**config.mk**
```make
export PLATFORM = sky130hd
export DESIGN_NAME = ula_multiciclo
export DESIGN_NICKNAME = d
export VERILOG_FILES = /design/src/rtl/ula_multiciclo.sv
export SDC_FILE = /design/constraint.sdc
export NUM_CORES = 1
export LEC_CHECK = 0
export CORE_MARGIN = 2
export CORE_UTILIZATION = 54
export DETAILED_ROUTE_END_ITERATION = 7
export PLACE_DENSITY = 0.78
export SETUP_SLACK_MARGIN = 0.2
export SLEW_MARGIN = 20
export SYNTH_ARGS = -nofsm -noshare
export SYNTH_HDL_FRONTEND = slang
export SYNTH_SLANG_ARGS = --single-unit
```
**constraint.sdc**
```tcl
create_clock -name clk -period 2.8 [get_ports clk]
set_input_delay 0.42 -clock clk [delete_from_list [all_inputs] [get_ports clk]]
set_output_delay 0.42 -clock clk [all_outputs]
set_load 0.01 [all_outputs]
```
**src/rtl/ula_multiciclo.sv**
```systemverilog
// Multi-cycle ALU with valid/ready handshakes: one-cycle ADD/SUB/logic, iterative MUL/DIV/MOD.
// Optional saturation of ADD/SUB results is enabled by defining ULA_SAT_EN.
module ula_multiciclo #(
    parameter int WIDTH = 8
) (
    input  logic             clk,
    input  logic             rst_n,
    input  logic             in_valid,
    output logic             in_ready,
    input  logic [3:0]       ula_operation,
    input  logic [WIDTH-1:0] operand1,
    input  logic [WIDTH-1:0] operand2,
    output logic             out_valid,
    input  logic             out_ready,
    output logic [WIDTH-1:0] result,
    output logic [WIDTH-1:0] result_hi,
    output logic [3:0]       flags,
    output logic             div_by_zero
);
    localparam int CW = $clog2(WIDTH + 1);
    localparam logic [3:0] OP_ADD = 4'b0001, OP_SUB = 4'b0010, OP_MUL = 4'b0011,
                           OP_DIV = 4'b0100, OP_MOD = 4'b0101, OP_AND = 4'b0110,
                           OP_OR  = 4'b0111, OP_XOR = 4'b1000, OP_NOT = 4'b1001,
                           OP_NOR = 4'b1010, OP_NAND = 4'b1011, OP_XNOR = 4'b1100;

    typedef enum logic [1:0] {IDLE, EXEC, DONE} state_t;

    state_t           state_q, state_d;
    logic [3:0]       op_q, op_d;
    logic [WIDTH-1:0] m_q, m_d, acc_q, acc_d, lo_q, lo_d;
    logic [CW-1:0]    cnt_q, cnt_d;
    logic [WIDTH-1:0] res_q, res_d, hi_q, hi_d;
    logic [3:0]       flags_q, flags_d;
    logic             dbz_q, dbz_d;

    // Single-cycle datapath, evaluated on the live operands at accept time
    logic [WIDTH:0]   add_w, sub_w;
    logic [WIDTH-1:0] sc_res;
    logic             sc_c, sc_v, sc_dbz, sc_inv;

    always_comb begin
        add_w  = {1'b0, operand1} + {1'b0, operand2};
        sub_w  = {1'b0, operand1} - {1'b0, operand2};
        sc_res = '0;
        sc_c   = 1'b0;
        sc_v   = 1'b0;
        sc_dbz = 1'b0;
        sc_inv = 1'b0;
        case (ula_operation)
            OP_ADD: begin
                sc_res = add_w[WIDTH-1:0];
                sc_c   = add_w[WIDTH];
                sc_v   = (operand1[WIDTH-1] == operand2[WIDTH-1]) &&
                         (add_w[WIDTH-1] != operand1[WIDTH-1]);
`ifdef ULA_SAT_EN
                if (add_w[WIDTH]) sc_res = '1;
`endif
            end
            OP_SUB: begin
                sc_res = sub_w[WIDTH-1:0];
                sc_c   = sub_w[WIDTH];
                sc_v   = (operand1[WIDTH-1] != operand2[WIDTH-1]) &&
                         (sub_w[WIDTH-1] != operand1[WIDTH-1]);
`ifdef ULA_SAT_EN
                if (sub_w[WIDTH]) sc_res = '0;
`endif
            end
            // Only reached here with a zero divisor
            OP_DIV:  begin sc_res = '1;       sc_dbz = 1'b1; end
            OP_MOD:  begin sc_res = operand1; sc_dbz = 1'b1; end
            OP_AND:  sc_res = operand1 & operand2;
            OP_OR:   sc_res = operand1 | operand2;
            OP_XOR:  sc_res = operand1 ^ operand2;
            OP_NOT:  sc_res = ~operand1;
            OP_NOR:  sc_res = ~(operand1 | operand2);
            OP_NAND: sc_res = ~(operand1 & operand2);
            OP_XNOR: sc_res = ~(operand1 ^ operand2);
            default: sc_inv = 1'b1;
        endcase
    end

    // One iteration step: shift-add for MUL ({acc,lo} = partial product),
    // restoring division for DIV/MOD (acc = remainder, lo = dividend/quotient)
    logic [WIDTH:0]   mul_sum, div_sh, div_tr;
    logic [WIDTH-1:0] mul_acc, mul_lo, div_rem, div_quo;

    always_comb begin
        mul_sum = {1'b0, acc_q} + (lo_q[0] ? {1'b0, m_q} : '0);
        mul_acc = mul_sum[WIDTH:1];
        mul_lo  = {mul_sum[0], lo_q[WIDTH-1:1]};
        div_sh  = {acc_q, lo_q[WIDTH-1]};
        div_tr  = div_sh - {1'b0, m_q};
        if (!div_tr[WIDTH]) begin
            div_rem = div_tr[WIDTH-1:0];
            div_quo = {lo_q[WIDTH-2:0], 1'b1};
        end else begin
            div_rem = div_sh[WIDTH-1:0];
            div_quo = {lo_q[WIDTH-2:0], 1'b0};
        end
    end

    logic             is_mul;
    logic [WIDTH-1:0] fin_res;

    always_comb begin
        state_d = state_q;
        op_d    = op_q;
        m_d     = m_q;
        acc_d   = acc_q;
        lo_d    = lo_q;
        cnt_d   = cnt_q;
        res_d   = res_q;
        hi_d    = hi_q;
        flags_d = flags_q;
        dbz_d   = dbz_q;
        is_mul  = (op_q == OP_MUL);
        fin_res = is_mul ? mul_lo : ((op_q == OP_DIV) ? div_quo : div_rem);
        case (state_q)
            IDLE: if (in_valid) begin
                op_d = ula_operation;
                if (ula_operation == OP_MUL) begin
                    m_d     = operand1;
                    acc_d   = '0;
                    lo_d    = operand2;
                    cnt_d   = CW'(WIDTH);
                    state_d = EXEC;
                end else if ((ula_operation == OP_DIV || ula_operation == OP_MOD) &&
                             operand2 != '0) begin
                    m_d     = operand2;
                    acc_d   = '0;
                    lo_d    = operand1;
                    cnt_d   = CW'(WIDTH);
                    state_d = EXEC;
                end else begin
                    res_d   = sc_res;
                    hi_d    = '0;
                    flags_d = sc_inv ? 4'b0000
                                     : {sc_v, sc_c, sc_res[WIDTH-1], sc_res == '0};
                    dbz_d   = sc_dbz;
                    state_d = DONE;
                end
            end
            EXEC: begin
                cnt_d = cnt_q - CW'(1);
                acc_d = is_mul ? mul_acc : div_rem;
                lo_d  = is_mul ? mul_lo  : div_quo;
                if (cnt_q == CW'(1)) begin
                    res_d   = fin_res;
                    hi_d    = is_mul ? mul_acc : '0;
                    flags_d = {is_mul && (mul_acc != '0), is_mul && (mul_acc != '0),
                               fin_res[WIDTH-1], fin_res == '0};
                    dbz_d   = 1'b0;
                    state_d = DONE;
                end
            end
            DONE: if (out_ready) state_d = IDLE;
            default: state_d = IDLE;
        endcase
    end

    always_ff @(posedge clk or negedge rst_n) begin
        if (!rst_n) begin
            state_q <= IDLE;
            op_q    <= '0;
            m_q     <= '0;
            acc_q   <= '0;
            lo_q    <= '0;
            cnt_q   <= '0;
            res_q   <= '0;
            hi_q    <= '0;
            flags_q <= '0;
            dbz_q   <= 1'b0;
        end else begin
            state_q <= state_d;
            op_q    <= op_d;
            m_q     <= m_d;
            acc_q   <= acc_d;
            lo_q    <= lo_d;
            cnt_q   <= cnt_d;
            res_q   <= res_d;
            hi_q    <= hi_d;
            flags_q <= flags_d;
            dbz_q   <= dbz_d;
        end
    end

    assign in_ready    = (state_q == IDLE);
    assign out_valid   = (state_q == DONE);
    assign result      = res_q;
    assign result_hi   = hi_q;
    assign flags       = flags_q;
    assign div_by_zero = dbz_q;
endmodule

```
### Word-level counts from Yosys, hierarchy flattened

Index checks and enable logic that the tools add are counted.

| operators by class | value |
|---|---|
| shift-type cells | 0 |
| multiply operators | 0 |
| $lt $le $gt $ge | 0 |
| multiplexer cells | 53 |
| $add $sub $neg | 5 |
| div/mod/pow operators | 0 |
| bitwise gates (word level) | 7 |
| reductions and logical operators | 19 |
| equality and inequality tests | 27 |

Operators by type and width:

| cell | count |
|---|---|
| $mux 8 | 23 |
| $pmux 8 s11 | 1 |
| $pmux 8 s2 | 4 |
| $mux 4 | 8 |
| $not 8->8 | 4 |
| $eq 4x3->1 const B | 5 |
| $eq 4x4->1 const B | 5 |
| $add 8x8->9 | 2 |
| $logic_not 8->1 | 2 |
| $pmux 4 s2 | 2 |
| $reduce_bool 8->1 | 2 |
| $eq 4x2->1 const B | 3 |
| $reduce_or 11->1 | 1 |
| $mux 2 | 5 |
| $reduce_and 3->1 | 3 |
| $sub 8x8->9 | 1 |
| $sub 9x8->9 | 1 |
| $and 8x8->8 | 1 |
| $eq 4x1->1 const B | 2 |
| $ne 2x2->1 const B | 4 |
| $or 8x8->8 | 1 |
| $xor 8x8->8 | 1 |
| $mux 1 | 6 |
| $pmux 1 s2 | 3 |
| 15 further kinds | 21 |

| word-level totals | value |
|---|---|
| input port bits | 24 |
| bits in registers | 55 |
| memory bits (writable) | 0 |
| memories kept | 0 |
| latch bits | 0 |
| output and inout bits | 23 |
| memory bits (read-only) | 0 |

### Depth between registers and ports, before layout

Gate-level depths: netlist of run 1.

| depth | value |
|---|---|
| word-level depth | 9 |
| gate-level depth with buffers | 13 |
| gate-level depth less buffers | 12 |

### Worst setup path after synthesis of run 1

Ideal clock, no wire load.

| path | value |
|---|---|
| path type | register to register |
| from | register lo_q[7] |
| to | register flags_q[0], in the netlist flags[0] |
| cell stages (with the launch flop) | 14 |
| library setup time | 76 ps |
| data arrival time | 2561 ps |
| required time | 2724 ps |
| slack | 163 ps |
| cells stage by stage | dfrtp_1 inv_1 ha_1 inv_1 fa_1 a21oi_1 o22ai_2 mux2i_1 or2_0 buf_4 o21ai_0 a221oi_1 nand3b_1 o21ai_1 |

| between the ends | value |
|---|---|
| cells in the longest elaborated chain, start to end | 7 |
| elaborated cells on any way between the ends | 8 |
| classes of those cells | 1 x add/sub; 6 x mux; 1 x reduce/logical |

RTL lines:

| what | RTL line | RTL |
|---|---|---|
| from (decl) | 30 | `logic [WIDTH-1:0] m_q, m_d, acc_q, acc_d, lo_q, lo_d;` |
| from (signal assigned) | 178 | `lo_q <= lo_d;` |
| $sub 9x8->9 | 92 | `div_tr = div_sh - {1'b0, m_q};` |
| $mux 8 or $mux 1 (tied branches) | 93 | `if (!div_tr[WIDTH]) begin` |
| $mux 8 | 117 | `fin_res = is_mul ? mul_lo : ((op_q == OP_DIV) ? div_quo : div_rem);` |
| $mux 8 (*) | 117 |  |
| $logic_not 8->1 (*) | 151 | `fin_res[WIDTH-1], fin_res == '0};` |
| $mux 4 (*) | 147 | `if (cnt_q == CW'(1)) begin` |
| $pmux 4 s2 (*) | 118 | `case (state_q)` |
| to (signal assigned) | 182 | `flags_q <= flags_d;` |
| to (decl) | 33 | `logic [3:0] flags_q, flags_d;` |

Mark *: on every way between the ends. The rest lies on a longest branch, timed or not. The select of a mux whose other input is x is not followed.
A chain may end at the register's enable or synchronous reset.

### Worst setup path after layout of run 1

| path | value |
|---|---|
| from | register lo_q[7] |
| to | register acc_q[5] |

| between the ends | value |
|---|---|
| cells in the longest elaborated chain, start to end | 4 |

RTL lines:

| what | RTL line | RTL |
|---|---|---|
| $sub 9x8->9 | 92 |  |
| $mux 8 | 93 |  |
| $mux 8 | 145 | `acc_d = is_mul ? mul_acc : div_rem;` |
| $pmux 8 s2 | 118 |  |
| to (signal assigned) | 166 | `acc_q <= '0;` |
| to (signal assigned) | 177 | `acc_q <= acc_d;` |
| to (decl) | 30 |  |

No other way between the ends.

==> impl_metrics.py, run 1 <==
metrics = {
    "sta": {
        "slew_headroom": 0.518,
        "period_needed_ns": 2.89,
        "tns_ns": -0.240,
        "grt_setup_unrepaired": "true",
        "finalMaxSlewViolations": 0,
        "fin_crit_sh": 1.03,
        "report.final.hold_viol_count": 0,
        "setup_viol": 5,
        "fin_skew_ns": 0.0136,
        "worstMarginPinSlew_ns": 0.720,
        "max_freq_ghz": 0.346,
        "setup_ws_ns": -0.0906,
    },
    "yosys": {
        "async_flop_share": 1.00,
        "synth-edff-count": 0,
        "syn_area_um2": 5260,
        "syn_area_per_cell_um2": 7.86,
        "synth_cells": 670,
        "yosys.cell_types.count": 72,
        "ys.flop_type": "dfrtp_1",
        "yosysWarnings": 0,
        "synth_seq_area_share": 0.261,
        "ys_seq_elements": 55,
        "synth_fp_nets": 740,
    },
    "floorplanning": {
        "rows": 36,
        "initial_utilization": 0.549,
        "pin_count": 47,
        "die_width_um": 103,
        "die_y_um": 103,
        "die_area_um2": 10600,
        "coreArea_um2": 9590,
    },
    "detailed_routing": {
        "wire_per_inst_um": 19.1,
        "avgViaCountPerCell": 6.24,
        "wirelength_um": 18500,
        "drc_errors": 0,
        "firstDrtPassIters": 5,
        "antenna_left": 0,
        "vias": 6050,
        "dr.first_iter.drc_count": 366,
    },
    "finish": {
        "layout-drive-gt1-share": 0.262,
        "num-nets-final": 905,
        "area_growth_pct": 37.2,
        "final-seq-area_um2": 1380,
        "multi_input_area_um2": 3790,
        "postLayoutCellArea_um2": 7220,
        "diodes": 0,
        "n_fill_cell": 694,
        "layout.core_utilization": 0.753,
    },
    "power": {
        "comb_power_share": 0.684,
        "intPower_mw": 3.13,
        "clockPowerShare": 0.080,
        "power_frac_seq": 0.236,
        "power_density_nw_per_um2": 803,
        "switchingPower_mw": 2.67,
        "p_leak_nw": 3.33,
        "ir_drop_v": 0.000452,
        "switching_share": 0.461,
    },
    "placed_design": {
        "dp_hpwl_um": 14200,
        "port_buffers": 46,
        "placed_cell_area_um2": 6770,
        "place_congestion": 0.975,
    },
    "global_route": {
        "grt_pass1_vias": 5563,
        "overflow": 0,
        "grt_pass1_wl_um": 28000,
        "antenna_found_initial": 0,
        "grt_max_degree": 30,
        "grt_use_total": 0.344,
    },
    "clock_tree": {
        "clkSinkCount": 55,
        "clockRootBuffer": "clkbuf_8",
        "cts.clk_slew.worst_paths_ns": 0.11,
        "clk_path_buf_depth": 2,
        "cts_tree": "done",
        "htree_levels": 2,
        "insertion_delay_ns": 0.33,
        "cts_inserted_buffers": 5,
    },
    "setup_path": {
        "critPathMaxFanout": 3,
        "crit_type": "reg2reg",
        "required_ns": 3.03,
        "crit_arrival_ns": 3.12,
        "critPathLaunchType": "flip-flop",
        "critPathCaptureType": "flip-flop",
    },
    "run": {
        "drv_cap": 0,
    },
    "hold_path": {
        "hp-class": "in2async",
    },
    "run_status": {
        "status": "finished with violations",
        "violations": "negative setup slack",
    },
}
[flip-flops by register name, indices dropped and copies added (netlist names)]
| signal | count |
|---|---|
| result_hi | 8 |
| div_by_zero | 1 |
| acc_q | 8 |
| m_q | 8 |
| op_q | 4 |
| state_q | 2 |
| result | 8 |
| lo_q | 8 |
| flags | 4 |
| cnt_q | 4 |
[logic make-up after synthesis]
group                    synth area share
AO/OA/AOI/OAI                       0.300
XOR/XNOR                           0.0266
adder cells (fa/ha/maj)             0.115
buffers and inverters              0.0663
flip-flops                          0.261
multiplexers                       0.0288
AND/OR/NAND/NOR                     0.202
[routing by layer]
layer | global-route usage | wire length (um) | share of wire | vias to the layer above
met5 | 0 | 0 | 0 | -
met2 | 0.586 | 8890 | 0.48 | 327
met3 | 0.0454 | 1310 | 0.070 | 94
met4 | 0.193 | 1200 | 0.065 | 0
li1 | - | - | - | 2769
met1 | 0.420 | 7150 | 0.39 | 2860
[per-stage QoR]
stage	hold slack (ns)	worst slack [ns]	power [mW]	cells
final	0.434	-0.0906	5.80	969
after floorplan	0.124	0.189	3.28	670
after global routing	0.450	-0.166	6.15	969
after CTS	0.433	0.0240	5.39	964
after detailed placement	0.244	-0.432	4.67	945
after global placement	0.237	-0.403	4.57	945
[timing repair]
item                       CTS  global route
gates resized for setup     39            29
pin swaps                   22            18
hold buffers                 1             0
hold endpoints to repair     3             0
setup endpoints to repair   26            21
setup buffers               10             5
[path summary, 6_finish.rpt]
| check | from | to | slack [ns] | depth (start not counted) |
|---|---|---|---|---|
| max | lo_q[7] | acc_q[5] | -0.09 | 15 |
| min | rst_n | result_hi[3] | 0.43 | 2 |
| max reg2reg | lo_q[7] | acc_q[5] | -0.09 | 15 |
| min reg2reg | result[1] | result[1] | 0.49 | 1 |
| max in group asynchronous | rst_n | op_q[3] | 1.78 | 3 |
| min in group clk | result[1] | result[1] | 0.49 | 1 |
[synth_stat cells, types with 4 or more instances]
library cell | number | area share
nand2_1 | 80 | 0.057
a21oi_1 | 55 | 0.052
dfrtp_1 | 55 | 0.26
o21ai_0 | 53 | 0.050
nor2_1 | 48 | 0.034
inv_1 | 46 | 0.033
ha_1 | 42 | 0.10
clkbuf_1 | 26 | 0.019
and2_1 | 14 | 0.017
mux2i_1 | 14 | 0.027
a211oi_1 | 12 | 0.017
nand3_1 | 11 | 0.010
nor3_1 | 11 | 0.010
a21o_1 | 10 | 0.014
nor2b_1 | 10 | 0.012
a31oi_1 | 9 | 0.011
buf_2 | 9 | 0.0086
o221ai_1 | 9 | 0.015
a221oi_1 | 8 | 0.013
nand2b_1 | 8 | 0.0095
xnor2_1 | 8 | 0.013
xor2_1 | 8 | 0.013
nor4_1 | 7 | 0.0083
a22o_1 | 6 | 0.010
o211ai_1 | 6 | 0.0086
o21a_1 | 6 | 0.0086
o22ai_1 | 6 | 0.0071
o31ai_1 | 6 | 0.0086
a221o_1 | 5 | 0.0095
and3_1 | 5 | 0.0059
a22oi_1 | 4 | 0.0057
fa_1 | 4 | 0.015
o21bai_1 | 4 | 0.0057
[cells in the final DEF, fill, tap and decap left out, types with 9 or more instances in the layout]
master	count
ha_1	38
nand2_1	76
dfrtp_1	55
nand3_1	11
nor2_1	47
nor3_1	11
a21o_1	10
inv_1	43
a21oi_1	47
a211oi_1	10
nor2b_1	10
buf_4	147
and2_1	14
clkdlybuf4s50_1	41
mux2i_1	13
a21oi_2	9
o21ai_0	43
[layout make-up]
class,instances,share of cell area
timing repair buffer,199,0.226
clock inverter,3,0.00329
tap,133,0.0230
sequential,55,0.191
inverter,46,0.0239
multi-input combinational,528,0.524
clock buffer,5,0.00953
[power by group through the flow]
stage	registers [mW]	clock network (mW)	logic, mW
finish	1.37	0.467	3.97
global route	1.40	0.501	4.25
CTS	1.36	0.467	3.57
detailed placement	1.37	0	3.30
global placement	1.35	0	3.23
floorplan	1.33	0	1.96
[worst max-delay path, stage by stage, from the launching register on]
cell and delay [ns]:
dfrtp_1 0.40, inv_2 0.10, ha_4 0.16, inv_2 0.04, fa_2 0.35, a21oi_2 0.15, o22ai_2 0.12, mux2i_2 0.20
or2_1 0.26, buf_6 0.14, buf_4 0.14, buf_6 0.12, nand2_4 0.07, buf_4 0.12, nand3_1 0.13, a32o_1 0.28
(Power assumes the default switching activity.)
==> run 2, diff against run 1 <==
--- a/config.mk
+++ b/config.mk
@@ -10,7 +10,7 @@
 export DETAILED_ROUTE_END_ITERATION = 7
 export PLACE_DENSITY = 0.78
 export SETUP_SLACK_MARGIN = 0.2
-export SLEW_MARGIN = 20
+export SLEW_MARGIN = 25
 export SYNTH_ARGS = -nofsm -noshare
 export SYNTH_HDL_FRONTEND = slang
 export SYNTH_SLANG_ARGS = --single-unit
==> results of run 2 <==
Same layout as run 1: the final DEF is identical, and so are final timing and power.
